`src/rtl/id_decode_stage.sv`:
```
// RV32I instruction decode stage: decodes one instruction per handshake into
// a single registered control/operand bundle with valid/ready flow control.
module id_decode_stage (
  input  logic        clk,
  input  logic        rst,
  input  logic        in_valid,
  output logic        in_ready,
  input  logic [31:0] inst,
  input  logic [31:0] pc_in,
  input  logic        flush,
  output logic        out_valid,
  input  logic        out_ready,
  output logic [31:0] pc_out,
  output logic [4:0]  alu_op,
  output logic [31:0] imm,
  output logic [4:0]  rs1,
  output logic [4:0]  rs2,
  output logic [4:0]  rd,
  output logic        alu_src_b,
  output logic        reg_write,
  output logic        mem_read,
  output logic        mem_write,
  output logic        branch,
  output logic        jump,
  output logic        illegal
);

  localparam logic [6:0] OPC_LUI    = 7'b0110111;
  localparam logic [6:0] OPC_AUIPC  = 7'b0010111;
  localparam logic [6:0] OPC_JAL    = 7'b1101111;
  localparam logic [6:0] OPC_JALR   = 7'b1100111;
  localparam logic [6:0] OPC_BRANCH = 7'b1100011;
  localparam logic [6:0] OPC_LOAD   = 7'b0000011;
  localparam logic [6:0] OPC_STORE  = 7'b0100011;
  localparam logic [6:0] OPC_OPIMM  = 7'b0010011;
  localparam logic [6:0] OPC_OP     = 7'b0110011;

  localparam logic [6:0] F7_BASE = 7'b0000000;
  localparam logic [6:0] F7_ALT  = 7'b0100000;

  localparam logic [4:0] ALU_NOP   = 5'b00000;
  localparam logic [4:0] ALU_LUI   = 5'b00001;
  localparam logic [4:0] ALU_AUIPC = 5'b00010;
  localparam logic [4:0] ALU_ADD   = 5'b00011;
  localparam logic [4:0] ALU_SUB   = 5'b00100;
  localparam logic [4:0] ALU_BNE   = 5'b00101;
  localparam logic [4:0] ALU_BLT   = 5'b00110;
  localparam logic [4:0] ALU_BGE   = 5'b00111;
  localparam logic [4:0] ALU_BLTU  = 5'b01000;
  localparam logic [4:0] ALU_BGEU  = 5'b01001;
  localparam logic [4:0] ALU_SLT   = 5'b01010;
  localparam logic [4:0] ALU_SLTU  = 5'b01011;
  localparam logic [4:0] ALU_XOR   = 5'b01100;
  localparam logic [4:0] ALU_OR    = 5'b01101;
  localparam logic [4:0] ALU_AND   = 5'b01110;
  localparam logic [4:0] ALU_SLL   = 5'b01111;
  localparam logic [4:0] ALU_SRL   = 5'b10000;
  localparam logic [4:0] ALU_SRA   = 5'b10001;

  logic [6:0]  opcode;
  logic [2:0]  funct3;
  logic [6:0]  funct7;
  logic [31:0] imm_i, imm_s, imm_b, imm_u, imm_j, imm_sh;

  assign opcode = inst[6:0];
  assign funct3 = inst[14:12];
  assign funct7 = inst[31:25];

  assign imm_i  = {{20{inst[31]}}, inst[31:20]};
  assign imm_s  = {{20{inst[31]}}, inst[31:25], inst[11:7]};
  assign imm_b  = {{19{inst[31]}}, inst[31], inst[7], inst[30:25], inst[11:8], 1'b0};
  assign imm_u  = {inst[31:12], 12'b0};
  assign imm_j  = {{11{inst[31]}}, inst[31], inst[19:12], inst[20], inst[30:21], 1'b0};
  assign imm_sh = {27'b0, inst[24:20]};

  logic [4:0]  alu_d;
  logic [31:0] imm_d;
  logic        src_d, wen_d, mr_d, mw_d, br_d, jp_d, legal_d;

  // Instruction decode; any unrecognised encoding collapses to an all-zero illegal bundle.
  always_comb begin
    alu_d   = ALU_NOP;
    imm_d   = '0;
    src_d   = 1'b0;
    wen_d   = 1'b0;
    mr_d    = 1'b0;
    mw_d    = 1'b0;
    br_d    = 1'b0;
    jp_d    = 1'b0;
    legal_d = 1'b1;
    case (opcode)
      OPC_LUI: begin
        alu_d = ALU_LUI; imm_d = imm_u; src_d = 1'b1; wen_d = 1'b1;
      end
      OPC_AUIPC: begin
        alu_d = ALU_AUIPC; imm_d = imm_u; src_d = 1'b1; wen_d = 1'b1;
      end
      OPC_JAL: begin
        alu_d = ALU_ADD; imm_d = imm_j; jp_d = 1'b1; wen_d = 1'b1;
      end
      OPC_JALR: begin
        alu_d = ALU_ADD; imm_d = imm_i; src_d = 1'b1; jp_d = 1'b1; wen_d = 1'b1;
        if (funct3 != 3'b000) legal_d = 1'b0;
      end
      OPC_BRANCH: begin
        // BEQ uses SUB so that Zero=1 means equal, i.e. taken.
        imm_d = imm_b; br_d = 1'b1;
        case (funct3)
          3'b000:  alu_d = ALU_SUB;
          3'b001:  alu_d = ALU_BNE;
          3'b100:  alu_d = ALU_BLT;
          3'b101:  alu_d = ALU_BGE;
          3'b110:  alu_d = ALU_BLTU;
          3'b111:  alu_d = ALU_BGEU;
          default: legal_d = 1'b0;
        endcase
      end
      OPC_LOAD: begin
        alu_d = ALU_ADD; imm_d = imm_i; src_d = 1'b1; mr_d = 1'b1; wen_d = 1'b1;
        if (funct3 == 3'b011 || funct3[2:1] == 2'b11) legal_d = 1'b0;
      end
      OPC_STORE: begin
        alu_d = ALU_ADD; imm_d = imm_s; src_d = 1'b1; mw_d = 1'b1;
        if (funct3[2] || funct3 == 3'b011) legal_d = 1'b0;
      end
      OPC_OPIMM: begin
        imm_d = imm_i; src_d = 1'b1; wen_d = 1'b1;
        case (funct3)
          3'b000: alu_d = ALU_ADD;
          3'b010: alu_d = ALU_SLT;
          3'b011: alu_d = ALU_SLTU;
          3'b100: alu_d = ALU_XOR;
          3'b110: alu_d = ALU_OR;
          3'b111: alu_d = ALU_AND;
          3'b001: begin
            alu_d = ALU_SLL; imm_d = imm_sh;
            if (funct7 != F7_BASE) legal_d = 1'b0;
          end
          default: begin
            imm_d = imm_sh;
            if (funct7 == F7_BASE)     alu_d = ALU_SRL;
            else if (funct7 == F7_ALT) alu_d = ALU_SRA;
            else                       legal_d = 1'b0;
          end
        endcase
      end
      OPC_OP: begin
        wen_d = 1'b1;
        case ({funct7, funct3})
          {F7_BASE, 3'b000}: alu_d = ALU_ADD;
          {F7_ALT,  3'b000}: alu_d = ALU_SUB;
          {F7_BASE, 3'b001}: alu_d = ALU_SLL;
          {F7_BASE, 3'b010}: alu_d = ALU_SLT;
          {F7_BASE, 3'b011}: alu_d = ALU_SLTU;
          {F7_BASE, 3'b100}: alu_d = ALU_XOR;
          {F7_BASE, 3'b101}: alu_d = ALU_SRL;
          {F7_ALT,  3'b101}: alu_d = ALU_SRA;
          {F7_BASE, 3'b110}: alu_d = ALU_OR;
          {F7_BASE, 3'b111}: alu_d = ALU_AND;
          default:           legal_d = 1'b0;
        endcase
      end
      default: legal_d = 1'b0;
    endcase
    if (!legal_d) begin
      alu_d = ALU_NOP;
      imm_d = '0;
      src_d = 1'b0;
      wen_d = 1'b0;
      mr_d  = 1'b0;
      mw_d  = 1'b0;
      br_d  = 1'b0;
      jp_d  = 1'b0;
    end
  end

  logic        valid_q, src_q, rw_q, mr_q, mw_q, br_q, jp_q, ill_q;
  logic [31:0] pc_q, imm_q;
  logic [4:0]  alu_q, rs1_q, rs2_q, rd_q;
  logic        capture;

  assign in_ready = !valid_q || out_ready;
  assign capture  = in_valid && in_ready;

  // Output pipeline register; flush kills both the held and the incoming bundle.
  always_ff @(posedge clk or posedge rst) begin
    if (rst) begin
      valid_q <= 1'b0;
      pc_q    <= '0;
      alu_q   <= ALU_NOP;
      imm_q   <= '0;
      rs1_q   <= '0;
      rs2_q   <= '0;
      rd_q    <= '0;
      src_q   <= 1'b0;
      rw_q    <= 1'b0;
      mr_q    <= 1'b0;
      mw_q    <= 1'b0;
      br_q    <= 1'b0;
      jp_q    <= 1'b0;
      ill_q   <= 1'b0;
    end else if (flush) begin
      valid_q <= 1'b0;
    end else if (capture) begin
      valid_q <= 1'b1;
      pc_q    <= pc_in;
      alu_q   <= alu_d;
      imm_q   <= imm_d;
      rs1_q   <= inst[19:15];
      rs2_q   <= inst[24:20];
      rd_q    <= inst[11:7];
      src_q   <= src_d;
      rw_q    <= wen_d && (inst[11:7] != 5'd0);
      mr_q    <= mr_d;
      mw_q    <= mw_d;
      br_q    <= br_d;
      jp_q    <= jp_d;
      ill_q   <= !legal_d;
    end else if (out_ready) begin
      valid_q <= 1'b0;
    end
  end

  assign out_valid = valid_q;
  assign pc_out    = pc_q;
  assign alu_op    = alu_q;
  assign imm       = imm_q;
  assign rs1       = rs1_q;
  assign rs2       = rs2_q;
  assign rd        = rd_q;
  assign alu_src_b = src_q;
  assign reg_write = rw_q;
  assign mem_read  = mr_q;
  assign mem_write = mw_q;
  assign branch    = br_q;
  assign jump      = jp_q;
  assign illegal   = ill_q;

endmodule

```
`config.mk`:
```
export PLATFORM = sky130hd
export DESIGN_NAME = id_decode_stage
export DESIGN_NICKNAME = d
export VERILOG_FILES = /design/src/rtl/id_decode_stage.sv
export SDC_FILE = /design/constraint.sdc
export NUM_CORES = 1
export LEC_CHECK = 0
export BUFFER_PORTS_ARGS = -buffer_cell sky130_fd_sc_hd__buf_2
export CAP_MARGIN = 40
export CELL_PAD_IN_SITES_DETAIL_PLACEMENT = 1
export CELL_PAD_IN_SITES_GLOBAL_PLACEMENT = 2
export CORE_MARGIN = 1
export CORE_UTILIZATION = 30
export CTS_BUF_LIST = sky130_fd_sc_hd__clkbuf_8
export DETAILED_ROUTE_END_ITERATION = 7
export MAX_ROUTING_LAYER = met4
export PLACE_DENSITY = 0.86
export SLEW_MARGIN = 20
export SYNTH_ARGS = -nofsm -noshare
export SYNTH_HDL_FRONTEND = slang
export SYNTH_SLANG_ARGS = --single-unit
```
`constraint.sdc`:
```
create_clock -name clk -period 3.6 [get_ports clk]
set_input_delay 0.36 -clock clk [delete_from_list [all_inputs] [get_ports clk]]
set_output_delay 0.36 -clock clk [all_outputs]
set_load 0.005 [all_outputs]
```
==> results of run 1 <==
-- registers in the layout, indices dropped and copies added (netlist names) --
register and cells:
alu_op 5, alu_src_b 1, branch 1, illegal 1, imm 32, jump 1
mem_read 1, mem_write 1, out_valid 1, pc_out 32, rd 5, reg_write 1
rs1 5, rs2 5
-- area by class of cell --
| type | instances | area, um2 | area share |
|---|---|---|---|
| tap | 184 | 230 | 0.0411 |
| clock inverter | 7 | 90.1 | 0.0161 |
| sequential | 92 | 2300 | 0.411 |
| inverter | 5 | 21.3 | 0.00380 |
| clock buffer | 9 | 124 | 0.0221 |
| antenna | 1 | 2.50 | 0.000447 |
| multi-input combinational | 360 | 1950 | 0.348 |
| timing repair buffer | 171 | 881 | 0.157 |
-- worst register-to-register path: cells and delay by family, from the launching register on --
| family | cells | cell delay (ps) |
|---|---|---|
| AO/OA/AOI/OAI | 2 | 340 |
| AND/OR/NAND/NOR | 3 | 840 |
| flip-flops | 1 | 380 |
| buffers and inverters | 2 | 330 |
-- worst min path at each step --
stage	start	end	slack, ps
finish	flush	out_valid	170
global route	flush	out_valid	160
CTS	flush	out_valid	150
detailed placement	rst	pc_out[27]	410
global placement	rst	pc_out[26]	400
floorplan	flush	out_valid	430
-- synth_stat cells (all sizes together), types with 2 or more instances --
library cell	n
a21o	3
or2b	4
nand3	6
and2	3
a211oi	2
buf	12
nand2	188
nor2b	2
mux2i	2
clkbuf	24
a32o	6
a22oi	15
a21boi	2
o221ai	2
inv	5
or3	2
nor2	17
dfrtp	92
nand3b	3
a2bb2oi	2
a21oi	13
or4	3
a311oi	4
nor3	5
o21ai	37
o2bb2ai	4
nor3b	2
o221a	2
o21a	2
nand2b	4
o31ai	3
-- timing repair --
item / 4_1_cts / 5_1_grt
hold buffers: 1 / 0
hold endpoints to repair: 17 / 0
resized for setup: 0 / 0
-- layer usage --
metal	routed length, um	vias up	GRT usage
li1	-	1982	-
met1	6680	2107	0.257
met2	6560	119	0.298
met3	598	17	0.0301
met4	245	0	0.0702
met5	0	-	-
-- report_power, final --
part / switching (mW) / internal (mW)
clock network: 0.373 / 0.389
logic: 0.219 / 0.150
registers: 0.0439 / 1.12
total: 0.636 / 1.66
-- per-stage QoR --
step / hold WS [ps] / util / total power, mW
after floorplan: 426 / - / 1.37
after global placement: 397 / 0.368 / 1.54
after detailed placement: 408 / 0.368 / 1.56
after CTS: 148 / 0.384 / 2.33
after global routing: 155 / 0.384 / 2.42
final: 169 / 0.384 / 2.29
-- kinds of logic (layout without fill, tap and decap cells) --
logic type | after synthesis | in the layout | share of synthesized area
xor gates and xnor gates | 1 | 1 | 0.00195
AOI/OAI and AO/OA | 110 | 110 | 0.183
DFF | 92 | 92 | 0.511
muxes | 2 | 2 | 0.00445
other | 0 | 1 | 0
buffers and inverters | 42 | 192 | 0.0567
and+or+nand+nor | 247 | 247 | 0.242
==> out/results.ini, run 1 <==
[global_routing]
grt_pass1_wl_um=23200
track_usage=0.193
antenna_found_initial=1
grt_pass1_vias=4304
grt_max_degree=57
grt_overflow=0

[synthesis]
avgSynthCellArea_um2=9.12
ys.flop_type=dfrtp_1
netlist_area_mm2=0.00450
ys_async_sr_fraction=1.00
yosys.area.top_type=dfrtp_1
synth-edff-count=0
synth_cells=494
synth_top_area_share=0.511
ys_seq_elements=92
yosysSeqAreaShare=0.511
syn-num-nets=563
synthTopCellsByArea=dfrtp_1, nand2_1, a22oi_1
yosys_warnings=0
yosysUniqueCellTypes=71

[route]
via_per_inst=5.10
drt.antenna.violating_nets=0
drtIter0Drc=200
drt-total-wl_um=14100
num_vias=4225
drc=0
first_pass_iters=4
post_drt_wl_per_cell_um=17.0

[sta]
setup_slack_ps=1590
timing.final.crit_share=0.557
final_hold_viol_count=0
fmax_mhz=499
maxSlewHeadroom=0.448
setup-tns-final_ps=0
period_minus_slack_ps=2010
worst_pin_slew_ps=826
drv_slew=0
finalSetupViolCount=0
finClkSkew_ps=17.6
rsz0062_at_grt=no

[floorplan]
ioPinCount=162
die_w_um=125
num_rows=44
initial_utilization=0.309
dieHeight_um=125
dieArea_mm2=0.0155
core-area_mm2=0.0146

[layout]
area_growth_syn_to_layout_pct=24.4
drive_gt1_frac=0.337
post-route-cell-area_mm2=0.00560
layout_commonest_cell=nand2_1
nFillCells=1752
final_cell_mix=nand2_1, buf_2, dfrtp_1
fin_cells=829
final_net_count=708

[clock_network]
htreeDepth=3
worstSkewPairLatency_ps=370
cts_tree=yes
clk_path_buf_depth=2
numCtsBuffers=9
post_cts_buffers=0
cts-root-buf=clkbuf_8
clk_pin_slew_ps=100
cts.sinks=92

[setup_path]
path_buf_inv=1
ff2ff_path_depth=7
critPathKind=in -> reg
worstPathArrival_ps=2300
path_depth=6
worstSetupEndpointType=flip-flop
crit_path_cell_trace=buf_2 -> or4_4 -> a2111o_1 -> o311ai_2 -> or3_1 -> o221a_4
r2r-start=out_valid
path_max_fanout=14
critPathLaunchType=primary input
required_ps=3900
crit_slowest_cell=or4_4
critPathCapture=alu_op[2]
slowest_delay_ps=570
r2r-end=imm[22]
critPathLaunch=inst[2]
critical-path-top-delay-family=simple AND/OR/NAND/NOR gates
r2r_slack_ps=1640

[placed_design]
dpl.hpwl_um=10600
port_buffers=161
place_ws_ps=1210
dp.cells=811
gp_congestion=0.887
postPlaceCellArea_mm2=0.00538

[power]
power_leakage_nw=2.87
ir_worst_vdd_mv=0.136
p_per_area_mw_per_mm2=409

[run]
maxCapViolCount=0

[status]
status=finished, final reports clean

[hold_path]
hold_path_depth=2
hp-class=in -> reg

(Power assumes the default switching activity.)
==> run 2, diff against run 1 <==
--- a/config.mk
+++ b/config.mk
@@ -10,11 +10,11 @@
 export CELL_PAD_IN_SITES_DETAIL_PLACEMENT = 1
 export CELL_PAD_IN_SITES_GLOBAL_PLACEMENT = 2
 export CORE_MARGIN = 1
-export CORE_UTILIZATION = 30
+export CORE_UTILIZATION = 27
 export CTS_BUF_LIST = sky130_fd_sc_hd__clkbuf_8
 export DETAILED_ROUTE_END_ITERATION = 7
 export MAX_ROUTING_LAYER = met4
-export PLACE_DENSITY = 0.86
+export PLACE_DENSITY = 0.82
 export SLEW_MARGIN = 20
 export SYNTH_ARGS = -nofsm -noshare
 export SYNTH_HDL_FRONTEND = slang
==> constraint.sdc (replaced) <==
create_clock -name clk -period 1.8 [get_ports clk]
set_input_delay 0.18 -clock clk [delete_from_list [all_inputs] [get_ports clk]]
set_output_delay 0.18 -clock clk [all_outputs]
set_load 0.005 [all_outputs]
==> run 2 against run 1 <==
Compared with the run above: sequential share of layout area down 5.6 points; critical endpoint is now imm[16]; non-clock buffer count up 85; worst setup slack worse by 1500 ps; critical path type is now reg -> reg; global-route usage up 0.73 points; hold slack worse by 160 ps; clock-buffer cell count unchanged; critical path depth up 2; routed wire length up 16%; highest routed layer unchanged; power up 110%.
==> out/results.ini, run 2 (synthesis results as in run 1) <==
[setup_path]
crit_path_cell_trace=nor2b_1 -> inv_1 -> nand3b_1 -> buf_12 -> a311oi_4 -> o31ai_2 -> buf_12 -> o21ai_0
crit_slowest_cell=dfrtp_1
critPathLaunchType=flip-flop
required_ps=2080  ; -1820 ps
cp_common_cell=buf_12
path_max_fanout=14  ; unchanged
critPathKind=reg -> reg
worstPathArrival_ps=1990  ; -310 ps
r2r-start=out_valid
worstSetupEndpointType=flip-flop
critPathLaunch=out_valid
slowest_delay_ps=390  ; -180 ps

[global_routing]
gr-max-usage-layer=met2
antenna_found_initial=0  ; -1
grt_max_degree=93  ; +63%
track_usage=0.201  ; +0.00730
grt_use_met2=0.327  ; +0.0291
grtUsageMet1=0.255  ; -0.00123
use_met3=0.0301  ; about the same
grt_overflow=0  ; unchanged
grt_pass1_wl_um=26500  ; +14%
grt_pass1_vias=4866  ; +13%

[floorplan]
dieArea_mm2=0.0172  ; +11%
num_rows=46  ; +4.5%
initial_utilization=0.280  ; -0.0282
dieHeight_um=131  ; +5.3%
ioPinCount=162  ; unchanged
die_w_um=131  ; +5.3%
core-area_mm2=0.0161  ; +10%

[layout]
final_cell_mix=nand2_1, buf_2, dfrtp_1
area_growth_syn_to_layout_pct=44.0
nFillCells=1942  ; +11%
drive_gt1_frac=0.374  ; +0.0375
layout_commonest_cell=nand2_1
final_net_count=793  ; +12%
fin_cells=946  ; +14%
final_util=0.404  ; +0.0198

[sta]
drv_slew=0  ; unchanged
period_minus_slack_ps=1710
finalSetupViolCount=0  ; unchanged
setup-tns-final_ps=0  ; unchanged
worst_pin_slew_ps=791  ; -34.9 ps
final_hold_viol_count=0  ; unchanged
maxSlewHeadroom=0.473  ; +0.0251
finClkSkew_ps=12.6  ; -4.92 ps
fmax_mhz=585
rsz0062_at_grt=no
timing.final.crit_share=0.950

[route]
drt-total-wl_um=16400  ; +16%
post_drt_wl_per_cell_um=17.3  ; +2.0%
drc=0  ; unchanged
drtIter0Drc=148  ; -26%
first_pass_iters=4  ; unchanged
drt.antenna.violating_nets=0  ; unchanged
num_vias=4491  ; +6.3%
via_per_inst=4.75  ; -6.9%

[power]
total_power_mw=4.71  ; +110%
ir_worst_vdd_mv=0.301  ; +120%
p_per_area_mw_per_mm2=727  ; +78%
power_leakage_nw=3.29  ; +15%

[placed_design]
dpl.hpwl_um=12100  ; +15%
dp.cells=895  ; +10%
gp_congestion=0.840  ; -5.3%
port_buffers=161  ; unchanged

[clock_network]
htreeDepth=3  ; unchanged
cts-root-buf=clkbuf_8
numCtsBuffers=9  ; unchanged
cts.sinks=92  ; unchanged
cts_tree=yes
clk_path_buf_depth=2  ; unchanged
clk_pin_slew_ps=110  ; about the same
worstSkewPairLatency_ps=380  ; about the same

[hold_path]
hold_start=pc_in[27]
hp-class=in -> reg

[status]
status=finished, final reports clean

[run]
maxCapViolCount=0  ; unchanged

## run 2: cell types whose count changed in the layout (fill, tap and decap cells not counted), sizes merged
| cell | change |
|---|---|
| buf | +52 |
| dlygate4sd3 | +33 |
| clkinvlp | +2 |
| bufinv | -1 |
| clkinv | -1 |
## run 2: timing repair
item / CTS / global route
hold buffers: 34 / 0
buffers inserted: 0 / 0
pin swaps: 0 / 0
endpoints found under the setup margin: 29 / 22
resized for setup: 5 / 5
endpoints found under the hold margin: 125 / 0
## run 2: path summary, 6_finish.rpt
path / endpoint / slack (ps) / cells after the start
worst max-delay path: imm[16] / 90 / 8
worst min-delay path: pc_out[27] / 10 / 3
worst max register to register: imm[16] / 90 / 8
worst min register to register: imm[15] / 480 / 2
max in group asynchronous: imm[31] / 920 / 4
min in group asynchronous: pc_out[1] / 480 / 4
## run 2: critical path, delay by kind of cell, from the launching register on
| kind | cells | cell delay [ps] |
|---|---|---|
| AOI/OAI and AO/OA | 3 | 520 |
| and+or+nand+nor | 2 | 280 |
| buffers and inverters | 3 | 420 |
| DFF | 1 | 390 |
## run 2: where the power goes
group          switching (mW)  internal, mW
logic                   0.490         0.425
clock network           0.825         0.651
registers              0.0898          2.23
total                    1.40          3.31
## run 2: area by class of cell
class / count / area [um2] / area share
antenna: 1 / 2.50 / 0.000386
timing repair buffer: 256 / 1690 / 0.261
clock inverter: 7 / 73.8 / 0.0114
multi-input combinational: 360 / 2000 / 0.308
clock buffer: 9 / 124 / 0.0191
inverter: 5 / 22.5 / 0.00347
tap: 216 / 270 / 0.0417
sequential: 92 / 2300 / 0.355
## run 2: metal layers
metal	wire, um	up-vias
met1	7510	2223
met4	284	0
li1	-	2145
met2	7980	106
met5	0	-
met3	609	17
## run 2: stage by stage
step / setup slack [ps] / hold WS, ps / instance area (um2)
5_1_grt: 5.08 / 12.4 / 6480
6_report: 89.7 / 9.84 / 6480
3_5_place_dp: -218 / 373 / 5910
4_1_cts: 4.36 / 0.247 / 6460
3_3_place_gp: -158 / 363 / 5910
2_1_floorplan: 0.605 / 246 / 4520
